===== src/rtl/mem_port_arbiter.sv =====
// Arbitrates the single memory_controller port between the L1I refill path and
// the L1D read/write path, one transaction at a time, with D priority.
module mem_port_arbiter #(
    parameter int ADDR_WIDTH     = 32,
    parameter int DATA_WIDTH     = 32,
    parameter int STARVE_LIMIT   = 4,
    parameter int TIMEOUT_CYCLES = 255
) (
    input  logic                  clock,
    input  logic                  reset,
    input  logic                  i_req,
    input  logic [ADDR_WIDTH-1:0] i_address,
    output logic                  i_ready,
    output logic [DATA_WIDTH-1:0] i_data,
    output logic                  i_stall,
    input  logic                  d_req,
    input  logic                  d_write,
    input  logic [ADDR_WIDTH-1:0] d_address,
    input  logic [DATA_WIDTH-1:0] d_wdata,
    output logic                  d_ready,
    output logic [DATA_WIDTH-1:0] d_data,
    output logic                  d_stall,
    output logic                  mc_valid,
    output logic                  mc_write,
    output logic [ADDR_WIDTH-1:0] mc_address,
    output logic [DATA_WIDTH-1:0] mc_wdata,
    input  logic                  mc_ready,
    input  logic [DATA_WIDTH-1:0] mc_rdata,
    output logic [1:0]            grant_owner,
    output logic                  timeout_error
);

    localparam int SW = $clog2(STARVE_LIMIT + 1);
    localparam int TW = $clog2(TIMEOUT_CYCLES + 1);
    localparam logic [SW-1:0] STARVE_MAX   = SW'(STARVE_LIMIT);
    localparam logic [TW-1:0] TIMEOUT_LAST = TW'(TIMEOUT_CYCLES - 1);

    typedef enum logic [2:0] {
        IDLE   = 3'd0,
        BUSY_I = 3'd1,
        BUSY_D = 3'd2,
        RESP_I = 3'd3,
        RESP_D = 3'd4
    } state_t;

    state_t          state_reg;
    logic [SW-1:0]   starve_cnt_reg;
    logic [TW-1:0]   timeout_cnt_reg;

    logic            i_forced;
    logic            busy_done;
    logic            busy_timeout;
    logic [DATA_WIDTH-1:0] resp_data;

    // I wins a contested arbitration only once D has starved it STARVE_LIMIT times.
    assign i_forced     = i_req && (starve_cnt_reg == STARVE_MAX);
    assign busy_timeout = !mc_ready && (timeout_cnt_reg == TIMEOUT_LAST);
    assign busy_done    = mc_ready || busy_timeout;
    assign resp_data    = (mc_ready && !mc_write) ? mc_rdata : '0;

    assign i_stall = i_req && (state_reg != RESP_I);
    assign d_stall = d_req && (state_reg != RESP_D);

    always_ff @(posedge clock or negedge reset) begin
        if (!reset) begin
            state_reg       <= IDLE;
            starve_cnt_reg  <= '0;
            timeout_cnt_reg <= '0;
            mc_valid        <= 1'b0;
            mc_write        <= 1'b0;
            mc_address      <= '0;
            mc_wdata        <= '0;
            i_ready         <= 1'b0;
            d_ready         <= 1'b0;
            i_data          <= '0;
            d_data          <= '0;
            grant_owner     <= 2'd0;
            timeout_error   <= 1'b0;
        end else begin
            case (state_reg)
                IDLE: begin
                    timeout_cnt_reg <= '0;
                    if (d_req && !i_forced) begin
                        state_reg   <= BUSY_D;
                        mc_valid    <= 1'b1;
                        mc_write    <= d_write;
                        mc_address  <= d_address;
                        mc_wdata    <= d_wdata;
                        grant_owner <= 2'd2;
                        if (i_req && starve_cnt_reg != STARVE_MAX)
                            starve_cnt_reg <= starve_cnt_reg + 1'b1;
                    end else if (i_req) begin
                        state_reg      <= BUSY_I;
                        mc_valid       <= 1'b1;
                        mc_write       <= 1'b0;
                        mc_address     <= i_address;
                        mc_wdata       <= '0;
                        grant_owner    <= 2'd1;
                        starve_cnt_reg <= '0;
                    end
                end
                BUSY_I, BUSY_D: begin
                    if (busy_done) begin
                        mc_valid    <= 1'b0;
                        grant_owner <= 2'd0;
                        if (busy_timeout)
                            timeout_error <= 1'b1;
                        if (state_reg == BUSY_I) begin
                            state_reg <= RESP_I;
                            i_ready   <= 1'b1;
                            i_data    <= resp_data;
                        end else begin
                            state_reg <= RESP_D;
                            d_ready   <= 1'b1;
                            d_data    <= resp_data;
                        end
                    end else begin
                        timeout_cnt_reg <= timeout_cnt_reg + 1'b1;
                    end
                end
                RESP_I, RESP_D: begin
                    i_ready   <= 1'b0;
                    d_ready   <= 1'b0;
                    state_reg <= IDLE;
                end
                default: begin
                    state_reg   <= IDLE;
                    mc_valid    <= 1'b0;
                    grant_owner <= 2'd0;
                    i_ready     <= 1'b0;
                    d_ready     <= 1'b0;
                end
            endcase
        end
    end

endmodule


===== config.mk =====
export PLATFORM = sky130hd
export DESIGN_NAME = mem_port_arbiter
export DESIGN_NICKNAME = d
export VERILOG_FILES = /design/src/rtl/mem_port_arbiter.sv
export SDC_FILE = /design/constraint.sdc
export NUM_CORES = 1
export LEC_CHECK = 0
export ABC_CLOCK_PERIOD_IN_PS = 4400
export CORE_MARGIN = 1
export CORE_UTILIZATION = 40
export DETAILED_ROUTE_END_ITERATION = 7
export HOLD_SLACK_MARGIN = 0.1
export MAX_ROUTING_LAYER = met4
export PLACE_DENSITY = 0.75
export SLEW_MARGIN = 30
export SYNTH_ARGS = -nofsm -noshare
export SYNTH_HDL_FRONTEND = slang
export SYNTH_SLANG_ARGS = --single-unit
export TNS_END_PERCENT = 20

===== constraint.sdc =====
create_clock -name clock -period 4.4 [get_ports clock]
set_input_delay 0.66 -clock clock [delete_from_list [all_inputs] [get_ports clock]]
set_output_delay 0.66 -clock clock [all_outputs]
set_load 0.05 [all_outputs]

Word-level counts from Yosys, hierarchy flattened
Cells that the tools add are included.
{"block": "classes", "n_eq_ne": 15, "n_mux": 31, "n_bitwise": 3, "n_addsub": 2, "reduce_logical": 26}
{"cell": "$mux 32", "n": 5}
{"cell": "$mux 3", "n": 7}
{"cell": "$reduce_and 3->1", "n": 7}
{"cell": "$pmux 8 s2", "n": 1}
{"cell": "$mux 1", "n": 9}
{"cell": "$ne 3x3->1 const B", "n": 3}
{"cell": "$add 8x1->8 const B", "n": 1}
{"cell": "$eq 8x8->1 const B", "n": 1}
{"cell": "$mux 8", "n": 1}
{"cell": "$ne 2x2->1 const B", "n": 4}
{"cell": "$logic_and 1x1->1", "n": 7}
{"cell": "$eq 3x2->1 const B", "n": 2}
{"cell": "$eq 3x3->1 const B", "n": 2}
{"cell": "$mux 2", "n": 3}
{"cell": "$pmux 2 s3", "n": 1}
{"cell": "$pmux 3 s2", "n": 1}
{"cell": "$reduce_and 2->1", "n": 3}
{"cell": "$pmux 1 s2", "n": 2}
{"cell": "$reduce_bool 2->1", "n": 2}
{"cell": "$reduce_or 2->1", "n": 2}
{"cell": "$add 3x1->3 const B", "n": 1}
{"cell": "$eq 3x1->1 const B", "n": 1}
{"cell": "$logic_not 1->1", "n": 3}
{"cell": "$logic_not 3->1", "n": 1}
{"cell": "5 further kinds", "n": 7}
{"block": "word_totals", "regBits": 149, "word_cells": 90, "output_inout_bits": 137, "inputBits": 134}

Longest topological paths before layout
{"block": "logic_depth", "word_depth": 6, "depth_mapped": 7, "depth_no_buf": 6}

Worst setup path after synthesis
No wires, ideal clock.
{"block": "synth_timing", "path_type": "input to output", "startpoint": "input d_req", "endpoint": "output d_stall", "required_ps": 3740, "slack_ps": 1941, "path_buffers": 0, "path_stages": 1, "arrival_ps": 1799, "cell_sequence": "a21boi_0"}
{"block": "synth_via", "elab_chain_cells": 1}
{"element": "from (decl)", "line": "16", "rtl": "input logic d_req,"}
{"element": "$logic_and 1x1->1", "line": "62", "rtl": "assign d_stall = d_req && (state_reg != RESP_D);"}
{"element": "to (decl)", "line": "22", "rtl": "output logic d_stall,"}
Every way passes these cells.

Final worst setup path
Same ends and word-level chain as after synthesis.

==> results.toml <==
[route]
drtIter0Drc = 161
drt-total-wl_mm = 17.83
vias_per_cell = 4.968
antenna_left = 0
drtPass1Iterations = 4
drc_errors = 0
wl_per_cell_um = 18.05
vias = 4908

[global_route]
grt_pass1_vias = 5087
grt_max_degree = 98
grt_remaining_overflow = 0
grt-busiest-layer = "met2"
use_met1_pct = 26.99
antenna_found_initial = 0
gr-usage-all-layers_pct = 23.09
grt_use_met3_pct = 5.134
grtUsageMet2_pct = 38.84
grt_pass1_wl_mm = 27.69

[clock_tree]
clock_latency_ns = 0.42
numCtsBuffers = 17
clock_sinks = 149
cts_root_buf = "clkbuf_16"
path_clk_slew_ns = 0.06
hold_buffers = 0
post_cts_buffers = 0
cts_buffer_depth = 2
htreeDepth = 4
cts_tree = "built"
cts_resized = 0

[sta]
finalSetupTns_ns = 0
drv_slew = 0
setup_viol = 0
whs_ns = 0.2287
min_period_over_period_pct = 68.54
fin_skew_ns = 0.01001
rsz0062_at_grt = "no"
worstMarginPinSlew_ns = 0.9930
relSlewSlack_pct = 33.55
hold_viol_final = 0
fmax_mhz = 331.6
period_needed_ns = 3.016

[synth]
synth_area_per_cell_um2 = 12.65
yosys-top-cells-area = "dfrtp_1 (59%), mux2_2 (12%), mux2i_1 (5.1%)"
synth_top_area_share_pct = 58.81
ys_warn_count = 0
synthArstFlopShare_pct = 100.0
synthTopCellsByCount = "dfrtp_1 (149), mux2_2 (66), o21ai_0 (41)"
synth_edf_count = 0
yosys.area.top_type = "dfrtp_1"
synth_area_um2 = 6340
synth_nets = 639
ys_types = 42
synth-main-ff-cell = "dfrtp_1"
syn_inst = 501
seq_area_frac_synth_pct = 58.81
ys_ff_latch = 149
yosysMostFrequentCell = "dfrtp_1"

[placement]
io_buffer_count = 270
place.gp.congestion = 0.8352
dp_hpwl_mm = 12.61
dp_cells = 956

[final_layout]
final_cells = 988
final_util_pct = 64.10
antenna_cells = 0
nets = 902
nFillCells = 1191
area_growth_pct = 54.85
drive_above_1_share_pct = 14.80

[floorplan]
dieWidth_um = 127.9
die_h_um = 127.9
start_util_pct = 41.40
coreArea_um2 = 15310
fp-row-count = 45
dieArea_um2 = 16360
io_pins = 271

[worst_setup_path]
cp_slowest_cell = "clkdlybuf4s50_1"
slowest_delay_ns = 0.84
critical_path.startpoint_type = "input port"
endpoint_kind = "output pin"
path_class = "input port to output pin"
worstPathMaxFanout = 6
crit_chain = "clkdlybuf4s50_1, a21boi_0, clkdlybuf4s50_1"
crit_required_ns = 3.74
cp_top_family = "buffers and inverters"
crit_buf_inv = 2
path_common_cell = "clkdlybuf4s50_1"
worstPathArrival_ns = 2.36

[min_path]
worst_hold_path_type = "input port to asynchronous set/reset pin"

[power]
clkPwrFrac_pct = 19.6
netSwitchingPower_mw = 3.580
combPwrFrac_pct = 52.2
leakage_nw = 4.385
p_int_mw = 4.344
power.density_nw_per_um2 = 807.1
power_frac_seq_pct = 28.2
p_sw_share_pct = 45.18
vdd_drop_max_mv = 0.4259

[flow_run]
drv_cap = 0

[status]
status = "finished, final reports clean"
cells by family (layout without fill, tap and decap cells):
| family | count (synthesis) | count (layout) | share of synthesized area, % |
|---|---|---|---|
| compound gates | 106 | 106 | 11.62 |
| xor+xnor | 1 | 1 | 0.1382 |
| fa+ha+maj | 4 | 4 | 0.7895 |
| buf+inv | 43 | 319 | 3.513 |
| flops | 149 | 149 | 58.81 |
| mux | 98 | 98 | 16.78 |
| simple gates | 100 | 100 | 8.348 |
area by class of cell:
type / count / area (µm²) / area share (%)
clock inverter: 11 / 175.2 / 1.784
inverter: 11 / 41.29 / 0.4206
clock buffer: 21 / 460.4 / 4.690
tap: 211 / 264.0 / 2.689
sequential: 149 / 3729 / 37.98
multi-input combinational: 309 / 2399 / 24.43
timing repair buffer: 276 / 2749 / 28.00
cell usage in the layout, fill, tap and decap left out, drive strengths merged, types with 2 or more instances in the layout:
master	count
clkdlybuf4s50	269
dfrtp	149
mux2	66
o21ai	41
nand2	39
a22o	35
and2	33
mux2i	32
clkbuf	21
inv	11
a31oi	9
nor2	8
nand3	8
buf	7
a21oi	5
clkinvlp	5
ha	4
bufinv	4
o21bai	3
a21boi	2
nor3	2
or2	2
and3	2
a41oi	2
nor2b	2
clkinv	2
worst paths after layout:
kind | start | to | slack, ns | depth (start not counted)
max | d_req | d_stall | 1.38 | 3
min | reset | mc_address[29] | 0.23 | 1
max reg2reg | timeout_cnt_reg[0] | i_data[20] | 1.90 | 6
min reg2reg | mc_address[22] | mc_address[22] | 0.48 | 2
max in group asynchronous | reset | mc_write | 3.13 | 2
min in group clock | mc_address[22] | mc_address[22] | 0.48 | 2
power by group through the flow:
stage | clock network [mW] | logic [mW] | registers (mW)
after CTS | 1.58 | 4.17 | 2.23
after detailed placement | 0 | 4.15 | 2.24
final | 1.55 | 4.14 | 2.23
after floorplan | 0 | 1.09 | 3.87
after global placement | 0 | 4.09 | 2.22
after global routing | 1.65 | 4.32 | 2.30
worst reg2reg max path: stages, from the launching register on:
cell and delay [ns]:
dfrtp_1 0.40, inv_1 0.10, ha_1 0.18, nand3_1 0.15, o21bai_4 0.24, nand3_2 0.72
mux2_2 0.59
metal layers:
layer  vias up  share of wire (%)
met3        33                3.9
met1      2443                 41
met2       133                 53
met5         -                  0
met4         0                2.7
li1       2299                  -
stage by stage:
step,setup slack (ns),power [mW],area [µm²]
2_1_floorplan,1.941,4.966,6340
3_3_place_gp,1.501,6.307,9176
3_5_place_dp,1.392,6.393,9181
4_1_cts,1.390,7.977,9817
5_1_grt,1.334,8.270,9817
6_report,1.384,7.924,9817
Power figures use the tool's default switching activity.
